`src/rtl/hit_detector.sv`:
```
// Strike detector for the drum voice: arms on a loud sample, tracks the peak
// magnitude over a short window, fires a one-cycle start with the peak as
// velocity, then locks out re-triggering. Also runs a peak-hold/decay
// envelope follower for metering.
module hit_detector #(
  parameter logic [7:0] THRESH      = 8'd24,
  parameter int         PEAK_WINDOW = 8,
  parameter int         LOCKOUT     = 64,
  parameter int         DECAY_SHIFT = 3
) (
  input  logic       clk,
  input  logic       reset,
  input  logic       sample_valid,
  input  logic [7:0] sample,
  output logic       start,
  output logic [7:0] velocity,
  output logic       busy,
  output logic [7:0] env_level
);

  localparam logic [7:0]  PW8  = 8'(PEAK_WINDOW);
  localparam logic [15:0] LK16 = 16'(LOCKOUT);

  typedef enum logic [1:0] {IDLE, RISE, LOCK} state_t;

  state_t      state, state_n;
  logic [7:0]  peak, peak_n;
  logic [7:0]  win_cnt, win_n;
  logic [15:0] lock_cnt, lock_n;
  logic [7:0]  vel_n, env_n;
  logic        start_n;
  logic [7:0]  mag, pk_max;

  // Offset-binary to magnitude; 0x00 folds to 128.
  always_comb begin
    mag = (sample >= 8'h80) ? (sample - 8'h80) : (8'h80 - sample);
  end

  // State and datapath registers; everything advances only via the comb block.
  always_ff @(posedge clk or posedge reset) begin
    if (reset) begin
      state     <= IDLE;
      peak      <= '0;
      win_cnt   <= '0;
      lock_cnt  <= '0;
      start     <= 1'b0;
      velocity  <= '0;
      busy      <= 1'b0;
      env_level <= '0;
    end else begin
      state     <= state_n;
      peak      <= peak_n;
      win_cnt   <= win_n;
      lock_cnt  <= lock_n;
      start     <= start_n;
      velocity  <= vel_n;
      busy      <= (state_n != IDLE);
      env_level <= env_n;
    end
  end

  // Next-state, peak tracking, lockout counting and envelope follower.
  always_comb begin
    state_n = state;
    peak_n  = peak;
    win_n   = win_cnt;
    lock_n  = lock_cnt;
    vel_n   = velocity;
    start_n = 1'b0;
    env_n   = env_level;
    pk_max  = (mag > peak) ? mag : peak;

    if (sample_valid) begin
      env_n = (mag > env_level) ? mag : (env_level - (env_level >> DECAY_SHIFT));

      case (state)
        IDLE: begin
          if (mag >= THRESH) begin
            peak_n = mag;
            if (PEAK_WINDOW == 1) begin
              // Single-sample window: the arming sample is also the completing one.
              start_n = 1'b1;
              vel_n   = mag;
              lock_n  = '0;
              win_n   = '0;
              state_n = LOCK;
            end else begin
              win_n   = 8'd1;
              state_n = RISE;
            end
          end
        end
        RISE: begin
          peak_n = pk_max;
          win_n  = win_cnt + 8'd1;
          if (win_cnt + 8'd1 == PW8) begin
            start_n = 1'b1;
            vel_n   = pk_max;
            lock_n  = '0;
            win_n   = '0;
            state_n = LOCK;
          end
        end
        LOCK: begin
          // Release needs the full lockout plus one quiet sample; loud input holds LOCK.
          if (lock_cnt == LK16 && mag < THRESH) state_n = IDLE;
          else if (lock_cnt != LK16)            lock_n  = lock_cnt + 16'd1;
        end
        default: state_n = IDLE;
      endcase
    end
  end

endmodule

```
`config.mk`:
```
export PLATFORM = sky130hd
export DESIGN_NAME = hit_detector
export DESIGN_NICKNAME = d
export VERILOG_FILES = /design/src/rtl/hit_detector.sv
export SDC_FILE = /design/constraint.sdc
export NUM_CORES = 1
export LEC_CHECK = 0
export CAP_MARGIN = 10
export CORE_MARGIN = 2
export CORE_UTILIZATION = 58
export CTS_CLUSTER_SIZE = 30
export DETAILED_ROUTE_END_ITERATION = 7
export PLACE_DENSITY = 0.91
export RECOVER_POWER = 50
export SYNTH_ARGS = -nofsm -noshare
export SYNTH_HDL_FRONTEND = slang
export SYNTH_SLANG_ARGS = --single-unit
```
`constraint.sdc`:
```
create_clock -name clk -period 3.1 [get_ports clk]
set_input_delay 0.62 -clock clk [delete_from_list [all_inputs] [get_ports clk]]
set_output_delay 0.62 -clock clk [all_outputs]
set_load 0.02 [all_outputs]
```
=== Word level (Yosys, flattened, before mapping) ===
Cells that the tools add are included.

* $add $sub $neg: 5
* Order comparisons: 5
* Equal/unequal tests: 9
* Mux-type cells: 20
* Reduce and logical (&&, ||, !) cells: 8

{| class="wikitable"
|+ Operators with widths
! operator !! number
|-
| 2-to-1 mux 16 bit || 3
|-
| 2-to-1 mux 8 bit || 6
|-
| one-hot mux 16 bit (2 select lines) || 1
|-
| one-hot mux 8 bit (2 select lines) || 2
|-
| adder 16 x 1 -> 16 bit (second input constant) || 1
|-
| equality test 16 x 7 -> 1 bit (second input constant) || 1
|-
| > comparator 8 bit || 2
|-
| inequality test 16 x 7 -> 1 bit (second input constant) || 1
|-
| adder 8 x 1 -> 8 bit (second input constant) || 1
|-
| equality test 8 x 4 -> 1 bit (second input constant) || 1
|-
| greater-or-equal comparator 8 x 5 -> 1 bit (second input constant) || 1
|-
| greater-or-equal comparator 8 bit (second input constant) || 1
|-
| < comparator 8 x 5 -> 1 bit (second input constant) || 1
|-
| 2-to-1 mux 2 bit || 4
|-
| inequality test 2 bit (second input constant) || 4
|-
| subtractor 8 x 5 -> 8 bit || 1
|-
| subtractor 8 bit (first input constant) || 1
|-
| subtractor 8 bit (second input constant) || 1
|-
| one-hot mux 2 bit (3 select lines) || 1
|-
| AND reduction 3 bit || 2
|-
| nonzero test 2 bit || 3
|-
| AND reduction 5 bit || 1
|-
| 2-to-1 mux 1 bit || 3
|-
| equality test 2 x 1 -> 1 bit (second input constant) || 1
|-
| other kinds (3) || 3
|}

* Bits in registers: 52
* Bits of input ports: 11
* Output and inout port bits: 18
* Logic and storage cells: 55

=== Depth between registers and ports, before layout ===
* Word-level depth: 8
* Mapped depth: 14
* Gate-level depth less buffers: 12

=== Least setup slack after synthesis ===
Ideal clock, no wire load.

* Kind: input to register
* Start: in sample[0]
* End: reg peak[0]
* Setup time: 0.125 ns
* Arrival time: 3.415 ns
* Required time: 2.975 ns
* Setup slack: -0.440 ns
* Stages on the path: 13
* Buffers on the path: 1
* Cell sequence: inv_1 > ha_1 > a31oi_1 > xor2_1 > ha_1 > and4_1 > nand2_1 > o22ai_1 > or2_2 > clkbuf_1 > or2_2 > a21oi_2 > mux2_2

* Longest elaborated chain between the ends: 5
* Elaborated cells on any way between the ends: 11
* Those cells by class: add/sub (2); order compare (3); eq/ne (1); mux (4); reduce/logical (1)

{| class="wikitable"
|+ RTL lines
! item !! RTL line !! text
|-
| start, declared || 14 || <nowiki>input logic [7:0] sample,</nowiki>
|-
| subtractor 8 bit or greater-or-equal comparator 8 bit (tied branches) || 36 || <nowiki>mag = (sample >= 8'h80) ? (sample - 8'h80) : (8'h80 - sample);</nowiki>
|-
| 2-to-1 mux 8 bit * || 36 ||
|-
| > comparator 8 bit or greater-or-equal comparator 8 x 5 -> 1 bit (tied branches) || 71, 78 ||
|-
| 2-to-1 mux 8 bit or inequality test 2 bit (tied branches) || -- ||
|-
| one-hot mux 8 bit (2 select lines) or AND reduction 3 bit (tied branches) || -- ||
|-
| end signal, assigned || 52 || <nowiki>peak <= peak_n;</nowiki>
|-
| end, declared || 27 || <nowiki>logic [7:0] peak, peak_n;</nowiki>
|}

Mark *: on every way between the ends. The rest lies on a longest branch, timed or not. The select of a mux whose other input is x is not followed.
A chain may end at the register's enable or synchronous reset.

=== Worst setup path in the final report ===
* Start: in sample[4]
* End: reg peak[0]

The elaborated chain is that of the path after synthesis.

==> results.toml <==
[detailed_routing]
routed_via_density = 5.88
dr.pass1.iters = 4
vias = 3107
drt-total-wl_um = 8330
drc_errors = 0
drtAntennaViolNets = 0
wl_per_cell_um = 15.8
drtIter0Drc = 216

[die]
ios = 29
fp.dieH_um = 81.1
start_util_pct = 59.3
die_x_um = 81.1
die-area_mm2 = 0.00657
fp-row-count = 28
coreArea_mm2 = 0.00582

[global_routing]
antenna_found_initial = 0
grt-ovfl-total = 0
track_usage_pct = 26.6
grt_pass1_wl_um = 13500
grt_pass1_vias = 3015
grt_max_degree = 53

[logic_synthesis]
synth_top_cell_area_share_pct = 37.8
syn_inst = 389
yosysWarnings = 0
synth_area_mm2 = 0.00345
yosysUniqueCellTypes = 50
yosys_most_used_dff = "dfrtp_1"
synth-async-reset-ratio_pct = 100
syn_avg_cell_area_um2 = 8.86
ys_ff_latch = 52
yosysSeqAreaShare_pct = 37.8
synthTopCellsByArea = "dfrtp_1 (38%), ha_1 (9.8%), nor2_1 (5.2%)"
synthesis.nets = 428
synth_edf_count = 0
synth_top_cell_by_area = "dfrtp_1"

[setup_path]
critPathArrivalTime_ns = 3.27
crit_chain = "clkdlybuf4s15_1 -> nor3_4 -> buf_6 -> a31oi_4 -> xor2_2 -> ha_1 -> and4_4 -> nand2_1 -> o22ai_1 -> or2_4 -> or2_4 -> a21oi_4 -> buf_12 -> mux2_4"
critPathTopFamily = "simple AND/OR/NAND/NOR gates"
path_common_cell = "or2_4"
slowest_delay_ns = 0.30
worst-path-buf-inv = 3
cp-end-kind = "register"
startpoint_type = "input pin"
crit_type = "in -> reg"
cp_data_required_time_ns = 3.31
crit_path_max_fanout = 7
cp_slowest_cell = "mux2_4"

[timing]
hold_viol = 0
maxSlewViolCount = 0
fmax_mhz = 327
skew_ns = 0.00471
worstMarginPinSlew_ns = 1.26
holdWs_ns = 0.513
layout_min_cycle_time_ns = 3.06
setup_viol = 0
fin_crit_sh_pct = 98.6
slew-limit-headroom_pct = 15.7

[cells_and_area]
diodes = 0
layout_commonest_cell = "dfrtp_1"
layout-drive-gt1-share_pct = 19.0
fillers = 414
num-nets-final = 491
syn2layout_area_growth_pct = 24.4
final_cell_mix = "dfrtp_1 (52), nor2_1 (47), buf_4 (36), inv_1 (33), nand2_1 (27)"

[placement]
dp_hpwl_um = 5850
numPortBuffers = 28
gp_congestion = 0.907

[clock_network]
clkLatencyLatePin_ns = 0.32
numCtsBuffers = 5
clockBufferDepth = 2
holdBufCountCts = 0
cts_tree = "done"
clock_tree.root_cell = "clkbuf_8"
htreeDepth = 2
clkTransAtPathRegs_ns = 0.10
clock-sinks = 52

[power]
peakVddDrop_v = 0.000761
p_leak_nw = 2.04
p_total_mw = 3.51
p_per_area_mw_per_mm2 = 820

[job]
drv_cap = 0

[worst_hold_path]
hold_class = "reg -> reg"

[run_status]
status = "completed"
## per-layer routing
metal / vias to the layer above / track usage (%) / wire length [um]
met5: - / 0 / 0
met4: 0 / 12.5 / 219
met3: 19 / 3.56 / 321
met2: 93 / 46.9 / 4300
met1: 1522 / 32.2 / 3490
li1: 1473 / - / -
## final cells by class
class | instances | area, um^2 | area share, %
clock inverter | 3 | 27.5 | 0.642
clock buffer | 5 | 68.8 | 1.61
sequential | 52 | 1300 | 30.4
inverter | 36 | 139 | 3.24
multi-input combinational | 289 | 2070 | 48.2
timing repair buffer | 68 | 588 | 13.7
tap | 75 | 93.8 | 2.19
## stage by stage
stage          std cells  TNS [ns]  worst slack, ns  cell area (um^2)  utilization [%]
2_1_floorplan        389    -0.830           -0.138              3560                -
3_3_place_gp         509     -8.33           -0.484              4090             70.3
3_5_place_dp         509    -11.60           -0.629              4090             70.3
4_1_cts              525         0          0.00718              4240             73.0
5_1_grt              528   -0.0391          -0.0127              4290             73.7
6_report             528         0           0.0437              4290             73.7
## synthesized netlist by cell type, types with 3 or more instances
master / number
nand2b_1: 5
nor3_1: 7
a21o_1: 4
nand3_1: 20
ha_1: 27
o21a_1: 3
a31oi_1: 4
mux2_4: 4
clkbuf_1: 8
nor4_1: 3
dfrtp_1: 52
a21oi_1: 25
o21ai_0: 27
mux2i_1: 10
or4_1: 3
or2_2: 4
and4_1: 3
nor2b_1: 5
nand2_1: 27
inv_1: 36
xnor2_1: 8
nor2_1: 48
o22ai_1: 6
mux2_2: 9
xor2_1: 10
and3_1: 4
## cell families after synthesis
logic type	synth area share, %
muxes	7.59
adders and majority gates	10.4
DFF	37.8
xor gates and xnor gates	4.58
AOI/OAI and AO/OA	14.5
and+or+nand+nor	19.4
buffers and inverters	5.74
## where the power goes
group          leakage [nW]  total, mW  internal [mW]  switching, mW
Clock                0.0463      0.423          0.166          0.256
Combinational          1.33       1.98          0.942           1.04
Sequential            0.660       1.11          0.902          0.211
Total                  2.04       3.51           2.01           1.50
## path summary, 6_finish.rpt
kind                              from            to  slack, ns  depth (start not counted)
setup / recovery             sample[4]       peak[0]       0.04                         14
max in group asynchronous        reset   velocity[7]       1.18                          3
hold reg to reg            velocity[3]   velocity[3]       0.51                          1
setup reg to reg            win_cnt[0]   velocity[3]       0.35                          6
hold / removal             velocity[3]   velocity[3]       0.51                          1
min in group asynchronous        reset  lock_cnt[14]       1.15                          3
## state kept, by name (all words and copies together) (netlist names)
signal and cells:
busy 1, win_cnt 8, velocity 8, env_level 8, lock_cnt 16, start 1, peak 8, state 2
## repair_timing
action,4_1_cts,5_1_grt
setup buffers,8,3
pin swaps,5,5
gates cloned,0,0
resized for setup,9,14
endpoints found under the setup margin,22,19
Note: power is estimated with default switching activity, not from simulation.
